### src/rtl/reg_file_multiport.sv
// Multi-read, single-write register file with a self-clearing sequencer after reset.
// Define RF_BYPASS_EN for write-through forwarding; otherwise reads see the old contents.
module reg_file_multiport #(
    parameter int DATA_W = 32,
    parameter int ADDR_W = 5,
    parameter int NUM_RD = 2
) (
    input  logic                     sysCLK,
    input  logic                     resetN,
    input  logic [NUM_RD*ADDR_W-1:0] rdAddr_i,
    output logic [NUM_RD*DATA_W-1:0] rdData_o,
    input  logic                     wrEn_i,
    input  logic [ADDR_W-1:0]        wrAddr_i,
    input  logic [DATA_W-1:0]        wrData_i,
    output logic                     busy_o
);

    localparam int DEPTH = 2**ADDR_W;

    typedef enum logic {CLEAR, READY} state_t;

    state_t                   state_q, state_d;
    logic [ADDR_W-1:0]        clrCnt_q, clrCnt_d;
    logic [NUM_RD*DATA_W-1:0] rdData_q, rdData_d;
    logic [DATA_W-1:0]        mem [DEPTH];

    always_ff @(posedge sysCLK or negedge resetN) begin
        if (!resetN) begin
            state_q  <= CLEAR;
            clrCnt_q <= '0;
            rdData_q <= '0;
        end else begin
            state_q  <= state_d;
            clrCnt_q <= clrCnt_d;
            rdData_q <= rdData_d;
        end
    end

    always_comb begin
        state_d  = state_q;
        clrCnt_d = clrCnt_q;
        case (state_q)
            CLEAR: begin
                if (clrCnt_q == {ADDR_W{1'b1}}) begin
                    state_d = READY;
                end else begin
                    clrCnt_d = clrCnt_q + 1'b1;
                end
            end
            READY:   state_d = READY;
            default: state_d = CLEAR;
        endcase
    end

    // The array has no reset; the clear sequencer owns it until READY.
    always_ff @(posedge sysCLK) begin
        if (state_q == CLEAR) begin
            mem[clrCnt_q] <= '0;
        end else if (wrEn_i && (wrAddr_i != '0)) begin
            mem[wrAddr_i] <= wrData_i;
        end
    end

    always_comb begin
        rdData_d = '0;
        if (state_q == READY) begin
            for (int i = 0; i < NUM_RD; i++) begin
                if (rdAddr_i[i*ADDR_W +: ADDR_W] == '0) begin
                    rdData_d[i*DATA_W +: DATA_W] = '0;
`ifdef RF_BYPASS_EN
                end else if (wrEn_i && (wrAddr_i == rdAddr_i[i*ADDR_W +: ADDR_W])) begin
                    rdData_d[i*DATA_W +: DATA_W] = wrData_i;
`endif
                end else begin
                    rdData_d[i*DATA_W +: DATA_W] = mem[rdAddr_i[i*ADDR_W +: ADDR_W]];
                end
            end
        end
    end

    assign rdData_o = rdData_q;
    assign busy_o   = (state_q == CLEAR);

endmodule

### config.mk
export PLATFORM = sky130hd
export DESIGN_NAME = reg_file_multiport
export DESIGN_NICKNAME = d
export VERILOG_FILES = /design/src/rtl/reg_file_multiport.sv
export SDC_FILE = /design/constraint.sdc
export NUM_CORES = 1
export LEC_CHECK = 0
export ABC_AREA = 1
export CAP_MARGIN = 25
export CORE_ASPECT_RATIO = 0.6
export CORE_MARGIN = 4
export CORE_UTILIZATION = 26
export CTS_CLUSTER_SIZE = 30
export DETAILED_ROUTE_END_ITERATION = 8
export PLACE_DENSITY = 0.38
export SETUP_SLACK_MARGIN = 0.4
export SYNTH_ARGS = -nofsm -noshare
export SYNTH_HDL_FRONTEND = slang
export SYNTH_SLANG_ARGS = --single-unit
export TNS_END_PERCENT = 5
### constraint.sdc
create_clock -name sysCLK -period 3.9 [get_ports sysCLK]
set_clock_uncertainty 0.15 [all_clocks]
set_input_delay 0.39 -clock sysCLK [delete_from_list [all_inputs] [get_ports sysCLK]]
set_output_delay 0.39 -clock sysCLK [all_outputs]
set_load 0.05 [all_outputs]
; ---- Word-level counts from Yosys, hierarchy flattened
; Memories as Yosys holds them, arrays and structs flattened.
; Cells that the tools add are included.
[word_totals]
romBits = 0
ram_bits = 1024
reg_bits = 70
output_inout_bits = 65
wordCells = 26
latch_bits = 0
n_memories = 1
[mem_list]
columns = name, depth, width, read_ports, rd_clocked_by_memory_dff, wr, line
row1 = mem, 32, 32, 2, 0, 1, 25  ; logic [DATA_W-1:0] mem [DEPTH];
[op_classes]
shift = 0
div = 0
magnitude_cmp = 0
muxes = 12
n_eq_ne = 1
multipliers = 0
bitwise = 2
n_reduce_logical = 6
addsub = 1
[op_table]
columns = cell, n
row1 = 32-bit two-way mux, 3
row2 = 64-bit two-way mux, 1
row3 = 32-bit OR reduction, 1
row4 = 5-bit logical NOT, 2
row5 = 1-bit two-way mux, 6
row6 = "5-bit by 1-bit adder with 5-bit output, second input constant", 1
row7 = "5-bit equality test, second input constant", 1
row8 = 5-bit two-way mux, 1
row9 = 5-bit nonzero test, 1
row10 = 1-bit NOT, 2
row11 = 1-bit one-hot mux with 2 select lines, 1
row12 = 2-bit AND reduction, 1
row13 = 1-bit logical AND, 1

; ---- Longest topological paths before layout
[depth]
word_depth = 7
mapped_depth = 10

; ---- Worst setup path before layout
; OpenSTA, ideal clock, no wires.
[synth_path]
path_type = in2reg
startpoint = input port wrAddr_i[1]
endpoint = memory mem[16][0], enable pin
required_ns = 3.329
t_arrival_ns = 2.614
setup_ns = 0.421
setup_slack_ns = 0.715
stages = 8
path_cell_list = nor2_2 nand4_2 nand3_2 buf_6 nand2_1 o21ai_0 nand3_1 nor2_1
[synth_via]
elab_chain_len = 7
[synth_rtl]
columns = item, line
row1 = start: declaration, 13  ; input logic [ADDR_W-1:0] wrAddr_i,
row2 = 5-bit nonzero test, 59  ; end else if (wrEn_i && (wrAddr_i != '0)) begin
row3 = 1-bit logical AND, 59
row4 = 1-bit two-way mux, 59
row5 = 1-bit two-way mux, 57  ; if (state_q == CLEAR) begin
row6 = 1-bit two-way mux (implied by the code), 60  ; mem[wrAddr_i] <= wrData_i;
row7 = 32-bit OR reduction (no source line), -
row8 = 5-bit two-way mux (no source line) / 1-bit two-way mux (equally long branches), -
row9 = end: declaration, 25
; Several ways; a longest one is shown, not always the timed one.

; ---- Worst setup path in the final report
[layout_path]
startpoint = register state_q
endpoint = memory mem[13][27], enable pin
[layout_via]
elab_chain_len = 4
[layout_rtl]
columns = item, line
row1 = start: declaration, 22  ; state_t state_q, state_d;
row2 = start signal: assignment, 33  ; state_q <= state_d;
row3 = 1-bit two-way mux, 57
row4 = 1-bit two-way mux (implied by the code), 60
row5 = 32-bit OR reduction (no source line), -
row6 = 5-bit two-way mux (no source line) / 1-bit two-way mux (equally long branches), -
; Several ways; a longest one is shown, not always the timed one.

==> impl_results.md <==
- Compound-Gate Fraction of Synth Area: 1.790%
- RSZ-0062 raised after global routing: no
- Crit Path Max Fanout: 19
- GP Congestion: 0.7853
- Num CTS Buffers: 112
- DRT Wirelength: 243.9 mm
- Register area share after synthesis: 56.98%
- Main combinational cell family by area after synthesis: simple AND/OR/NAND/NOR gates
- Fin crit share: 85.38%
- Peak supply drop: 0.3223 mV
- #FFs+latches synth: 1094
- Final min period: 3.330 ns
- Cell Count Post-Placement: 9469
- Fin. max-slew vios: 0
- Clock sink count: 1094
- TritonCTS clock tree: done
- Status: complete, no violations
- Synth top area share: 53.91%
- Std-Cell Rows: 132
- Pre-CTS setup slack: 0.3073 ns
- RR Endpoint: mem[13][27]
- Post-route DRC: 0
- Synth warn: 0
- Fmax: 300.3 MHz
- Grt total ovfl: 0
- Wire per inst: 25.17 um
- HPWL after DPL: 136.4 mm
- Net count, final: 6757
- Initial antenna violation count: 7
- Max_slew headroom: 36.42%
- Initial cell density of the core: 26.28%
- Mapped Area: 57040 um2
- Endpoint class of the critical path: flop
- Max_cap viols: 0
- Req. time, crit path: 4.18 ns
- Reg2reg path depth: 7
- Top cells by area, synth: edfxtp_1 54%, nand3_1 15%, nand2_1 13%
- Clock Pin Slew Worst Setup and Hold Paths: 0.07 ns
- Worst-Skew Late Latency: 0.76 ns
- Mux cell area share after synthesis: 0%
- Layout Cells excl Fill: 9691
- Largest net degree at the start of global routing: 136
- Die area: 227200 um2
- CP Class: reg2reg
- Root buffer cell: clkbuf_16
- Cell area after layout: 66190 um2
- Number of routed nets with antenna violations: 0
- Tot GR Track Use: 20.93%
- Initial DRC count: 5549
- Die H: 370.8 um
- XOR/XNOR share of the synthesized area: 0.04607%
- Post-Synthesis Cells: 6700
- Layout cell share with drive strength beyond 1: 7.392%
- Leading area contributor after synthesis: edfxtp_1
- Post-cts resize count: 0
- Drt first pass iters: 6
- Post-Synth Adder-Cell Area: 0.04387%
- Via count: 47940
- CP Launch Type: flop
- Synthesis-to-finish area growth: 16.04%
- Launch point of the worst reg-to-reg path: state_q
- IO Pins: 115
- Worst R2R Setup Slack: 0.57 ns
- LEAKAGE: 28.51 nW
- First-pass GRT wire length: 344.2 mm
- Setup ws final: 0.5703 ns
- Unique masters post-synth: 22
- Placed Area: 62510 um2
- Critical Path AT: 3.61 ns
- Hold Path Class: in2async
- Final Util: 30.50%
- Setup-failing EPs final: 0
- Die width: 612.7 um
- Sum of negative setup slack: 0 ns
- Slew @ Worst Pin: 0.9537 ns
- Simple-gate area share of the yosys netlist: 30.36%
- Endpoints failing hold: 0
- Vias in the first global route: 45190
- Port bufs: 114
- Bufs on Longest Clock Path: 3
- Syn Nets: 6752
- Syn_area_per_cell: 8.513 um2
- Vias per cell: 4.946
- H-tree depth: 3
- PwrDens: 416.8 nW/um2
- Placeable Area: 217000 um2
==> state kept, by name, summed over array words and instances (netlist names) <==
signal    count
clrCnt_q      5
mem        1024
rdData_o     64
state_q       1
==> where the power goes <==
part / switching (W) / internal, W / total, W
sequential: 0.0000345 / 0.0129 / 0.0130
combinational: 0.00257 / 0.000932 / 0.00350
clock: 0.00511 / 0.00599 / 0.0111
==> Yosys cell counts <==
library cell,n
nor2_2,1
xor2_1,3
nand4_1,5
buf_2,206
o211ai_1,128
o21ai_0,6
o21ai_1,6
nand3_2,3
or2_2,22
inv_1,1001
ha_1,2
nand4_2,1
inv_2,2
nor2_1,194
buf_1,42
buf_6,9
dfrtp_1,70
edfxtp_1,1024
buf_4,98
nand3_1,1738
nand2_1,2044
clkbuf_1,95
==> per-stage QoR <==
step           hold WS (ns)  power (W)
4_1_cts             0.05881    0.02786
5_1_grt             0.09470    0.02862
3_3_place_gp         0.2014    0.01672
2_1_floorplan      -0.05559    0.01524
6_report            0.08943    0.02758
3_5_place_dp         0.2053    0.01672
==> how the worst max path moves through the flow <==
stage           startpoint     endpoint  slack [ns]
6_report           state_q  mem[13][27]        0.57
5_1_grt            state_q  mem[10][25]        0.51
4_1_cts            state_q    mem[9][3]        0.63
3_5_place_dp   wrAddr_i[0]   mem[9][12]        0.31
3_3_place_gp   wrAddr_i[2]   mem[9][12]        0.26
2_1_floorplan  wrAddr_i[1]   mem[16][0]        0.71
==> cell usage in the layout, fill, tap and decap left out, drive strengths merged <==
cell type and instances:
or2 22, clkinv 48, buf 234, clkbuf 148, inv 1010, dfrtp 70
xor2 3, diode 5, bufinv 7, nand4 6, edfxtp 1024, o21ai 12
nand3 1741, o211ai 128, ha 2, dlygate4sd3 2, nor2 195, clkdlybuf4s50 103
nand2 2044, clkinvlp 6
==> timing repair <==
item	in CTS	in global routing
hold endpoints to repair	56	0
setup buffers	0	0
hold buffers	3	0
==> layer usage <==
layer | GRT usage, % | share of wire, % | vias to the layer above | wire (um)
met5 | 0 | 0 | - | 0
met4 | 4.319 | 1.9 | 0 | 4683
met3 | 3.366 | 7.8 | 294 | 19090
met2 | 30.35 | 42 | 2175 | 101500
met1 | 32.37 | 49 | 23550 | 118600
li1 | - | - | 21920 | -
==> layout make-up <==
| cell class | instances | area (um2) |
|---|---|---|
| fill | 22710 | 150800 |
| sequential | 1094 | 32500 |
| multi-input combinational | 4153 | 18700 |
| timing repair buffer | 341 | 3929 |
| inverter | 1003 | 3815 |
| tap | 2881 | 3605 |
| clock buffer | 146 | 3052 |
| clock inverter | 68 | 569.3 |
| antenna | 5 | 12.51 |
==> cell families after synthesis <==
family	count (synthesis)
buffers and inverters	1453
adders and majority gates	2
and+or+nand+nor	4008
AOI/OAI and AO/OA	140
xor gates and xnor gates	3
DFF	1094
==> critical path, stage by stage (launching register included) <==
cell	delay (ns)
dfrtp_1	0.71
nand3_4	0.29
buf_4	0.27
o21ai_0	0.30
buf_4	0.19
nand3_1	0.29
nor2_4	0.52
buf_12	0.23
Note: power is estimated with default switching activity, not from simulation.
